File: src/rtl/barret_2969_pkg.sv
// barret_2969_pkg: shared constants and residue type for the mod-2969 Barrett reducer
package barret_2969_pkg;
   localparam int unsigned P      = 2969;
   localparam int unsigned IN_W   = 23;
   localparam int unsigned OUT_W  = 12;
   localparam int unsigned K      = 24;
   localparam int unsigned M      = 5650;
   localparam int unsigned PROD_W = 36;
   localparam int unsigned T_W    = 14;
   typedef logic [OUT_W-1:0] residue_t;
endpackage

File: src/rtl/barret_for_2969_if.sv
// barret_for_2969_if: sample-in / residue-out bus of the mod-2969 reducer
// master drives in_valid/din_a and receives out_valid/dout_r (and corr_cnt when
// BARRET_2969_CORR_CNT_EN is defined); slave is the reducer side.
interface barret_for_2969_if;
   import barret_2969_pkg::*;
   logic            in_valid;
   logic [IN_W-1:0] din_a;
   logic            out_valid;
   residue_t        dout_r;
`ifdef BARRET_2969_CORR_CNT_EN
   logic [1:0]      corr_cnt;
   modport master(output in_valid, din_a, input out_valid, dout_r, corr_cnt);
   modport slave(input in_valid, din_a, output out_valid, dout_r, corr_cnt);
`else
   modport master(output in_valid, din_a, input out_valid, dout_r);
   modport slave(input in_valid, din_a, output out_valid, dout_r);
`endif
endinterface

File: src/rtl/barret_2969_csub.sv
// barret_2969_csub: combinational conditional subtract of P with a subtracted flag
// x_i: value to reduce, y_o: x_i or x_i-P (truncated to W_OUT), sub_o: 1 when P was subtracted
module barret_2969_csub
   import barret_2969_pkg::*;
#(
   parameter int unsigned W_IN  = T_W,
   parameter int unsigned W_OUT = T_W
) (
   input  logic [W_IN-1:0]  x_i,
   output logic [W_OUT-1:0] y_o,
   output logic             sub_o
);
   always_comb begin
      sub_o = x_i >= W_IN'(P);
      y_o   = W_OUT'(sub_o ? x_i - W_IN'(P) : x_i);
   end
endmodule

File: src/rtl/barret_for_2969.sv
// barret_for_2969: 3-cycle pipelined Barrett reducer, dout_r = din_a mod 2969
// Ports: clk, rst_n (async active-low), bus (slave: in_valid, din_a -> out_valid, dout_r).
// Optional macro BARRET_2969_CORR_CNT_EN adds bus.corr_cnt, the number of
// final-stage subtractions of P, aligned with dout_r.
module barret_for_2969
   import barret_2969_pkg::*;
(
   input logic               clk,
   input logic               rst_n,
   barret_for_2969_if.slave  bus
);
   logic            v1_q, v2_q, v3_q, vo_q;
   logic [IN_W-1:0] a1_q;
   logic [T_W-1:0]  a2_q, t3_q, t3_d, y1;
   residue_t        q2_q, q2_d, r_q, r_d, y2;
   logic            s1, s2;
   barret_2969_csub #(.W_IN(T_W), .W_OUT(T_W)) u_sub1 (.x_i(t3_q), .y_o(y1), .sub_o(s1));
   barret_2969_csub #(.W_IN(T_W), .W_OUT(OUT_W)) u_sub2 (.x_i(y1), .y_o(y2), .sub_o(s2));
   // t only needs its low T_W bits: the true value is below 3P, so the
   // subtraction can be done modulo 2^T_W on the low bits of a and q*P.
   always_comb begin
      q2_d = OUT_W'((PROD_W'(a1_q) * PROD_W'(M)) >> K);
      t3_d = a2_q - T_W'(q2_q * P);
      r_d  = v3_q ? y2 : r_q;
   end
   always_ff @(posedge clk or negedge rst_n) begin
      if (!rst_n) begin
         v1_q <= 1'b0;
         v2_q <= 1'b0;
         v3_q <= 1'b0;
         vo_q <= 1'b0;
         a1_q <= '0;
         a2_q <= '0;
         q2_q <= '0;
         t3_q <= '0;
         r_q  <= '0;
      end else begin
         v1_q <= bus.in_valid;
         v2_q <= v1_q;
         v3_q <= v2_q;
         vo_q <= v3_q;
         a1_q <= bus.din_a;
         a2_q <= T_W'(a1_q);
         q2_q <= q2_d;
         t3_q <= t3_d;
         r_q  <= r_d;
      end
   end
   assign bus.out_valid = vo_q;
   assign bus.dout_r    = r_q;
`ifdef BARRET_2969_CORR_CNT_EN
   logic [1:0] cnt_q, cnt_d;
   always_comb cnt_d = v3_q ? {1'b0, s1} + {1'b0, s2} : cnt_q;
   always_ff @(posedge clk or negedge rst_n) begin
      if (!rst_n) cnt_q <= '0;
      else cnt_q <= cnt_d;
   end
   assign bus.corr_cnt = cnt_q;
`else
   logic unused_sub;
   assign unused_sub = s1 ^ s2;
`endif
endmodule

File: src/flat_wrapper.sv
// flat-port wrapper written by rule: the top's interface ports become plain ports
module barret_for_2969_flat import barret_2969_pkg::*;
  (clk, rst_n, bus_in_valid, bus_din_a, bus_out_valid, bus_dout_r);
  barret_for_2969_if bus_i ();
  input logic clk;
  input logic rst_n;
  input wire logic [$bits(bus_i.in_valid)-1:0] bus_in_valid;
  input wire logic [$bits(bus_i.din_a)-1:0] bus_din_a;
  output wire logic [$bits(bus_i.out_valid)-1:0] bus_out_valid;
  output wire logic [$bits(bus_i.dout_r)-1:0] bus_dout_r;
  assign bus_i.in_valid = bus_in_valid;
  assign bus_i.din_a = bus_din_a;
  assign bus_out_valid = bus_i.out_valid;
  assign bus_dout_r = bus_i.dout_r;
  barret_for_2969 u_core (.clk(clk), .rst_n(rst_n), .bus(bus_i));
endmodule
File: config.mk
export PLATFORM = sky130hd
export DESIGN_NAME = barret_for_2969_flat
export DESIGN_NICKNAME = d
export VERILOG_FILES = /design/src/rtl/barret_2969_pkg.sv /design/src/rtl/barret_for_2969_if.sv /design/src/rtl/barret_2969_csub.sv /design/src/rtl/barret_for_2969.sv /design/src/flat_wrapper.sv
export SDC_FILE = /design/constraint.sdc
export NUM_CORES = 1
export LEC_CHECK = 0
export ABC_CLOCK_PERIOD_IN_PS = 6900
export CAP_MARGIN = 20
export CELL_PAD_IN_SITES_DETAIL_PLACEMENT = 0
export CELL_PAD_IN_SITES_GLOBAL_PLACEMENT = 2
export CORE_MARGIN = 10
export CORE_UTILIZATION = 40
export DETAILED_ROUTE_END_ITERATION = 10
export PLACE_DENSITY = 0.77
export SLEW_MARGIN = 10
export SYNTH_ARGS = -nofsm -noshare
export SYNTH_HDL_FRONTEND = slang
export SYNTH_HIERARCHICAL = 1
export SYNTH_SLANG_ARGS = --single-unit
File: constraint.sdc
create_clock -name clk -period 6.9 [get_ports clk]
set_clock_uncertainty 0.15 [all_clocks]
set_input_delay 1.725 -clock clk [delete_from_list [all_inputs] [get_ports clk]]
set_output_delay 1.725 -clock clk [all_outputs]
set_load 0.005 [all_outputs]
==> impl_metrics.ini, run 1 <==
[cts]
post_cts_resize_count = 0
root_buffer = clkbuf_16
post_cts_buffers = 0
clock_tree_from_tritoncts = done
post_cts_hold_buffer_count = 0
cts_inserted_buffers = 9
cts.reportedPaths.clkPinSlew_ns = 0.07
cts-root-to-sink-buffers = 2
cts.htree.levels = 3
cts.sink_count = 79
insertion_delay_ns = 0.35

[timing]
timing.final.setup_violations = 0
timing.final.crit_share_pct = 71.3
max_slew.worst_pin.slew_ns = 0.941
max_slew_violations = 0
hold_viol_final = 0
whs_ns = 0.194
slew_headroom_pct = 37.1
fin_setup_tns_ns = 0
layout_min_cycle_time_ns = 4.92
clock.fmax_mhz = 203
grt_setup_unrepaired = no

[layout]
fin_util_pct = 46.1
sequential_cell_area_mm2 = 0.00198
finish.net_count = 1043
antenna-diode-count = 0
multiInputGateArea_mm2 = 0.00563
post_route_cells_drive_above_1_share_pct = 5.84
fillCellCount = 1853
syn_to_final_growth_pct = 12.0

[critical_path]
worst-endpoint-arrival_ns = 5.04
crit_chain = ha_1 -> inv_1 -> fa_1 -> inv_1 -> fa_1 -> fa_1 -> ha_1 -> ha_1 -> a2111oi_0 -> o41ai_1 -> a31o_1 -> a221oi_2 -> o21ai_2 -> or4_1 -> nand3_1
required_ns = 7.03
critPathMaxStageDelay_ns = 0.52
critical_path.startpoint_type = flop
worst_setup_path_end_kind = flop
path_max_fanout = 5
crit_path_top_delay_cell = fa_1
timing_worst_setup_path_type = reg2reg

[floorplan]
core_area_mm2 = 0.0197
dieHeight_um = 162
dieArea_mm2 = 0.0263
floorplan.die.width_um = 162
top_level_port_count = 39
floorplan.initialDensity_pct = 41.1
core.rowCount = 51

[routing]
drt_iter0_markers = 111
wirelength_met1_um = 7180
drc = 0
route.detailed.vias_per_inst = 4.92
dr_total_vias = 5089
drtAntennaViolNets = 0
avgRoutedWirePerCell_um = 15.4
drtPass1Iterations = 4
route.final.wire_length_um = 15900
detailroute.wirelength.met2_um = 8160
routed.top_layer = met4
met3RoutedLength_um = 392

[run_status]
run_status = complete, no violations

[synth]
yosys_warnings = 6
post_synthesis_average_cell_area_um2 = 11.2
netlist_instances = 720
synthesis.area_mm2 = 0.00809
postSynthNetCount = 997

[placed_design]
place_congestion = 0.841
hpwlAfterDp_um = 13600
buffer_ports.inserted = 38

[min_path]
hold_path_class = reg2reg

[global_routing]
grt_start_max_net_pins = 72
global_route_overflow = 0
number_of_global_route_vias_before_repair = 5627
grt_first_pass_wirelength_um = 28000
antenna_found_initial = 0
grt_util_all_layers_pct = 13.2

[flow_run]
drv_cap = 0
## metal layers
| metal | track usage [%] | vias to the layer above |
|---|---|---|
| li1 | - | 2524 |
| met1 | 16.2 | 2504 |
| met2 | 23.1 | 51 |
| met3 | 2.33 | 10 |
| met4 | 3.60 | 0 |
| met5 | 0 | - |
## cell type report
| type | instances | share of cell area [%] |
|---|---|---|
| clock buffer | 11 | 2.68 |
| clock inverter | 4 | 0.345 |
| inverter | 123 | 5.10 |
| multi-input combinational | 514 | 62.1 |
| sequential | 79 | 21.8 |
| tap | 265 | 3.66 |
| timing repair buffer | 39 | 4.26 |
## placed cells by master (no fill, tap or decap), drive strengths merged, types with 2 or more instances in the layout
master,n
or3,3
nor4,2
xnor2,51
a21oi,27
nor2b,4
clkdlybuf4s50,37
clkbuf,11
buf,2
a31oi,6
xor2,9
and3,4
nand2,20
fa,82
o211ai,9
a2111oi,3
o41ai,3
o2111ai,2
dfrtp,79
or2,3
ha,169
or4,2
mux2,12
o21bai,2
nand3,21
o21a,2
a21o,4
o21ai,18
clkinv,3
inv,124
nand4,2
and4,2
o311ai,2
nor2,17
nand2b,5
nor3,8
o22ai,2
a41oi,2
## state kept, by name (all words and copies together), names as in the netlist
signal	count
u_core/bus.dout_r	12
u_core/a1_q	23
u_core/a2_q	14
u_core/v2_q	1
u_core/bus.out_valid	1
u_core/v1_q	1
u_core/t3_q	14
u_core/q2_q	12
u_core/v3_q	1
## worst max-delay path, delay by kind of cell, from the launching register on
kind / cells / cell delay (ns)
buf+inv: 2 / 0.10
fa+ha+maj: 6 / 2.29
compound gates: 5 / 1.28
flops: 1 / 0.45
simple gates: 2 / 0.57
## per-stage QoR
stage | std cells | setup WS, ns | instance area [um^2]
floorplan | 720 | 2.34 | 8090
finish | 1035 | 1.98 | 9050
CTS | 1035 | 1.95 | 9050
global placement | 1020 | 2.09 | 8780
detailed placement | 1020 | 1.97 | 8780
global route | 1035 | 1.69 | 9050
## path summary, 6_finish.rpt
path | startpoint | end | slack (ns) | depth (start not counted)
hold reg to reg | u_core/v1_q$_DFF_PN0_ | u_core/v2_q$_DFF_PN0_ | 0.19 | 0
setup / recovery | u_core/a1_q[1]$_DFF_PN0_ | u_core/q2_q[11]$_DFF_PN0_ | 1.98 | 15
max in group asynchronous | rst_n | u_core/q2_q[2]$_DFF_PN0_ | 4.44 | 2
setup reg to reg | u_core/a1_q[1]$_DFF_PN0_ | u_core/q2_q[11]$_DFF_PN0_ | 1.98 | 15
hold / removal | u_core/v1_q$_DFF_PN0_ | u_core/v2_q$_DFF_PN0_ | 0.19 | 0
min in group asynchronous | rst_n | u_core/t3_q[6]$_DFF_PN0_ | 1.04 | 1
Power of run 1 is not shown: default switching activity piles up to over one toggle a cycle in this logic, so the estimate is an artifact.
==> inputs of run 2 (changes only) <==
ABC_CLOCK_PERIOD_IN_PS = 4600   (was 6900)
clock period = 4.6 ns   (was 6.9 ns; I/O delays follow)
==> run 2 against run 1 <==
  * Non-clock buffer count up 40
  * Global-route usage up 0.15 points
  * Wire length up 4.6%
  * Via count up 4.1%
  * Critical path type unchanged
  * Critical endpoint unchanged
==> impl_metrics.ini, run 2 (synthesized netlist as in run 1, its figures left out) <==
[layout]
biggestRegsByFlops = u_core/a1_q x23, u_core/a2_q x14, u_core/t3_q x14
commonest_non_fill_non_tap_cell_in_the_layout = ha_1
largest_register = u_core/a1_q
finish.net_count = 1083
antenna-diode-count = 0
syn_to_final_growth_pct = 21.3
post_route_cells_drive_above_1_share_pct = 16.8
top_library_cells_by_usage_in_the_layout_fill_and_taps_aside = ha_1, inv_1, fa_1, dfrtp_1, xnor2_1
fin_util_pct = 49.9
largest_register_ff_count = 23

[timing]
grt_setup_unrepaired = yes
clock.fmax_mhz = 219
slew_headroom_pct = 49.3
max_slew.worst_pin.slew_ns = 0.755
timing.final.crit_share_pct = 99.3
hold_viol_final = 0
layout_min_cycle_time_ns = 4.57
max_slew_violations = 0
whs_ns = 0.199
timing.final.setup_violations = 0

[global_routing]
grt_start_max_net_pins = 80
antenna_found_initial = 0
global_route_overflow = 0
grt_util_all_layers_pct = 13.3
grt_first_pass_wirelength_um = 28600
number_of_global_route_vias_before_repair = 5815

[min_path]
hold_path.startpoint = u_core/v2_q$_DFF_PN0_
hold_path_class = reg2reg

[cts]
cts_inserted_buffers = 9
post_cts_hold_buffer_count = 0
clock_tree_from_tritoncts = done
insertion_delay_ns = 0.34
cts.reportedPaths.clkPinSlew_ns = 0.07
cts-root-to-sink-buffers = 2
cts.htree.levels = 3
root_buffer = clkbuf_16
cts.sink_count = 79

[floorplan]
floorplan.initialDensity_pct = 41.1
dieArea_mm2 = 0.0263
core.rowCount = 51
core_area_mm2 = 0.0197
floorplan.die.width_um = 162
dieHeight_um = 162
top_level_port_count = 39

[routing]
drtAntennaViolNets = 0
dr_total_vias = 5296
route.final.wire_length_um = 16600
drc = 0
drtPass1Iterations = 4
route.detailed.vias_per_inst = 4.92
avgRoutedWirePerCell_um = 15.5
drt_iter0_markers = 175

[critical_path]
worst-endpoint-arrival_ns = 4.70
required_ns = 4.73
critPathMaxStageDelay_ns = 0.56
worst_setup_path_end_kind = flop
r2r_start = u_core/a1_q[9]$_DFF_PN0_
setup.worst_path.start = u_core/a1_q[9]$_DFF_PN0_
critical_path.startpoint_type = flop
crit_path_top_delay_cell = fa_1
crit_chain = ha_4 -> fa_1 -> fa_1 -> fa_1 -> ha_4 -> ha_4 -> and4_4 -> and4_1 -> and3_1 -> a221oi_2 -> o21ai_2 -> or4_1 -> nand3_1
timing_worst_setup_path_type = reg2reg
path_max_fanout = 4

[placed_design]
hpwlAfterDp_um = 13800
buffer_ports.inserted = 38
place_congestion = 0.834

[flow_run]
drv_cap = 0

[run_status]
run_status = complete, no violations
==> run 2: final timing paths <==
path / endpoint / slack [ns] / cells past startpoint
setup / recovery: u_core/q2_q[11]$_DFF_PN0_ / 0.03 / 13
hold / removal: u_core/v3_q$_DFF_PN0_ / 0.20 / 0
setup reg to reg: u_core/q2_q[11]$_DFF_PN0_ / 0.03 / 13
hold reg to reg: u_core/v3_q$_DFF_PN0_ / 0.20 / 0
max in group asynchronous: u_core/a1_q[10]$_DFF_PN0_ / 3.10 / 2
min in group asynchronous: u_core/t3_q[13]$_DFF_PN0_ / 0.59 / 1
==> run 2: cell type report <==
type	instances	area [um^2]
clock buffer	10	229
clock inverter	6	67.6
fill	1781	9850
inverter	123	462
multi-input combinational	514	6020
sequential	79	1980
tap	265	332
timing repair buffer	79	709
==> run 2: critical path, delay by kind of cell (launching register included) <==
| family | cells | cell delay (ns) |
|---|---|---|
| simple gates | 5 | 1.16 |
| flops | 1 | 0.45 |
| compound gates | 2 | 0.45 |
| fa+ha+maj | 6 | 2.29 |
==> run 2: repair_timing <==
item,in CTS,in global routing
gates resized for setup,15,42
setup buffers,6,4
cloned,0,0
pin swaps,6,24
endpoints found under the setup margin,9,9
==> run 2: layer usage <==
metal / wire [um] / vias up / track usage [%]
li1: - / 2599 / -
met1: 7340 / 2613 / 16.2
met2: 8660 / 66 / 23.4
met3: 394 / 18 / 2.12
met4: 249 / 0 / 4.55
met5: 0 / - / 0
==> run 2: stage by stage <==
step	instance area, um^2	std cells	setup slack [ns]	TNS [ns]
after floorplan	8090	720	0.0412	0
after global placement	9000	1049	-0.0318	-0.0318
after detailed placement	9000	1049	-0.234	-0.804
after CTS	9440	1071	0.00103	0
after global routing	9810	1076	-0.0534	-0.0781
final	9810	1076	0.0299	0
Power of run 2 is left out for the same reason.
==> inputs of run 3 (changes only) <==
ABC_CLOCK_PERIOD_IN_PS = 3880   (was 4600)
CORE_UTILIZATION = 38   (was 40)
clock period = 3.88 ns   (was 4.6 ns; I/O delays follow)
==> run 3 against run 2 <==
  * The flow now finishes with violations (negative setup slack)
  * First-iteration DRC count is 30% lower
  * Non-clock buffer count is 67 higher
  * Core utilization is 0.16 points lower
  * Clock-buffer cell count stayed put
  * Sequential share of layout area is 1.1 points lower
  * Wire length is 4.9% higher
  * Die area is 4.6% higher
  * Register-to-register slack worse by 0.63 ns
  * Worst setup slack worse by 0.63 ns
  * Design area is 6.3% higher
  * Global-route usage is 0.18 points lower
  * Critical path depth is 1 higher
==> impl_metrics.ini, run 3 (synthesized netlist as in run 1, its figures left out) <==
[floorplan]
core_area_mm2 = 0.0210
top_level_port_count = 39
floorplan.initialDensity_pct = 38.6
dieHeight_um = 166
dieArea_mm2 = 0.0275
floorplan.die.width_um = 166
core.rowCount = 53

[layout]
post_route_cells_drive_above_1_share_pct = 26.3
top_library_cells_by_usage_in_the_layout_fill_and_taps_aside = ha_1, inv_1, buf_4, fa_1, dfrtp_1
antenna-diode-count = 0
biggestRegsByFlops = u_core/a1_q x23, u_core/a2_q x14, u_core/t3_q x14
largest_register = u_core/a1_q
largest_register_ff_count = 23
finish.net_count = 1150
sequential_cell_area_mm2 = 0.00199
commonest_non_fill_non_tap_cell_in_the_layout = ha_1
multiInputGateArea_mm2 = 0.00612
fillCellCount = 1910
final_design_area_no_fill_mm2 = 0.0104
post_layout_nonfiller_instances = 1153
syn_to_final_growth_pct = 28.9

[critical_path]
kind_of_cell_with_the_highest_combined_delay_on_the_critical_path = adder cells
path_max_fanout = 4
timing_worst_setup_path_type = reg2reg
cp_num_buf_inv = 1
critical_path_depth = 14
worst_r2r_path_depth = 14
crit_chain = buf_6 -> ha_4 -> fa_2 -> fa_2 -> fa_2 -> ha_4 -> ha_4 -> and4_4 -> and4_1 -> and3_4 -> a221oi_4 -> o21ai_2 -> or4_1 -> nand3_2
critPathMaxStageDelay_ns = 0.57
critical_path.startpoint_type = flop
crit_path_top_delay_cell = fa_2
regToRegSetupSlack_ns = -0.60
required_ns = 4.01
worst_setup_path_end_kind = flop
worst-endpoint-arrival_ns = 4.61

[placed_design]
detailedPlace.worstSlack_ns = -0.691
place_congestion = 0.868
hpwlAfterDp_um = 15000
buffer_ports.inserted = 38
post_dp_cell_area_mm2 = 0.00973
number_of_placed_instances_taps_included = 1127

[routing]
drtPass1Iterations = 4
avgRoutedWirePerCell_um = 15.1
drc = 0
route.final.wire_length_um = 17500
drt_iter0_markers = 122
dr_total_vias = 5492
route.detailed.vias_per_inst = 4.76
drtAntennaViolNets = 0

[timing]
timing.final.crit_share_pct = 115
whs_ns = 0.200
max_slew.worst_pin.slew_ns = 0.648
clock.fmax_mhz = 223
layout_setup_ws_ns = -0.601
hold_viol_final = 0
layout_min_cycle_time_ns = 4.48
timing.final.setup_violations = 15
slew_headroom_pct = 56.5
max_slew_violations = 0
grt_setup_unrepaired = yes

[global_routing]
grt_first_pass_wirelength_um = 30100
number_of_global_route_vias_before_repair = 6161
grt_util_all_layers_pct = 13.1
antenna_found_initial = 1
global_route_overflow = 0
grt_start_max_net_pins = 48

[run_status]
run_status = complete, but fails checks
violated_checks = negative setup slack

[cts]
cts.reportedPaths.clkPinSlew_ns = 0.06
cts-root-to-sink-buffers = 2
cts.htree.levels = 3
insertion_delay_ns = 0.34
root_buffer = clkbuf_16
cts_inserted_buffers = 9
cts.sink_count = 79
clock_tree_from_tritoncts = done

[flow_run]
drv_cap = 0

[min_path]
worstHoldPathCells = 0
hold_path_class = reg2reg
-- run 3: cell types whose count changed in the layout (fill, tap and decap cells not counted), sizes merged --
| cell | delta |
|---|---|
| clkinvlp | -1 |
| buf | +67 |
| inv | -2 |
| clkinv | +3 |
-- run 3: what timing repair did --
| action | in CTS | in global routing |
|---|---|---|
| buffers inserted | 9 | 3 |
| pin swaps | 51 | 21 |
| setup endpoints to repair | 17 | 19 |
| hold buffers | 0 | 0 |
| resized for setup | 37 | 25 |
-- run 3: per-stage QoR --
stage	util, %	setup TNS, ns
after CTS	49.1	-6.37
after floorplan	-	-1.88
after global placement	46.4	-5.38
after detailed placement	46.4	-6.12
final	49.7	-5.77
after global routing	49.7	-7.89
-- run 3: worst paths after layout --
check / start / endpoint
min reg2reg: u_core/v2_q$_DFF_PN0_ / u_core/v3_q$_DFF_PN0_
max in group asynchronous: rst_n / u_core/q2_q[0]$_DFF_PN0_
min in group asynchronous: rst_n / u_core/bus.dout_r[8]$_DFFE_PN0P_
max reg2reg: u_core/a1_q[9]$_DFF_PN0_ / u_core/q2_q[11]$_DFF_PN0_
min: u_core/v2_q$_DFF_PN0_ / u_core/v3_q$_DFF_PN0_
max: u_core/a1_q[9]$_DFF_PN0_ / u_core/q2_q[11]$_DFF_PN0_
-- run 3: per-layer routing --
layer,vias up,track usage [%],part of all wire [%],routed length [um]
li1,2734,-,-,-
met1,2670,15.2,43,7480
met2,63,23.9,53,9190
met3,23,2.41,2.3,399
met4,2,4.04,2.1,370
met5,-,0,0.074,13
-- run 3: worst register-to-register path: stages, from the launching register on --
cell,delay (ns)
dfrtp_2,0.45
buf_6,0.14
ha_4,0.23
fa_2,0.53
fa_2,0.44
fa_2,0.57
ha_4,0.21
ha_4,0.23
and4_4,0.18
and4_1,0.16
and3_4,0.17
a221oi_4,0.31
o21ai_2,0.10
or4_1,0.49
nand3_2,0.07
-- run 3: final cells by class --
type / instances / area share [%]
Sequential cell: 79 / 19.1
Timing Repair Buffer: 146 / 11.7
Clock inverter: 6 / 0.588
Multi-Input combinational cell: 514 / 58.7
Inverter: 123 / 4.43
Tap cell: 275 / 3.30
Clock buffer: 10 / 2.20
Power of run 3 is left out for the same reason.
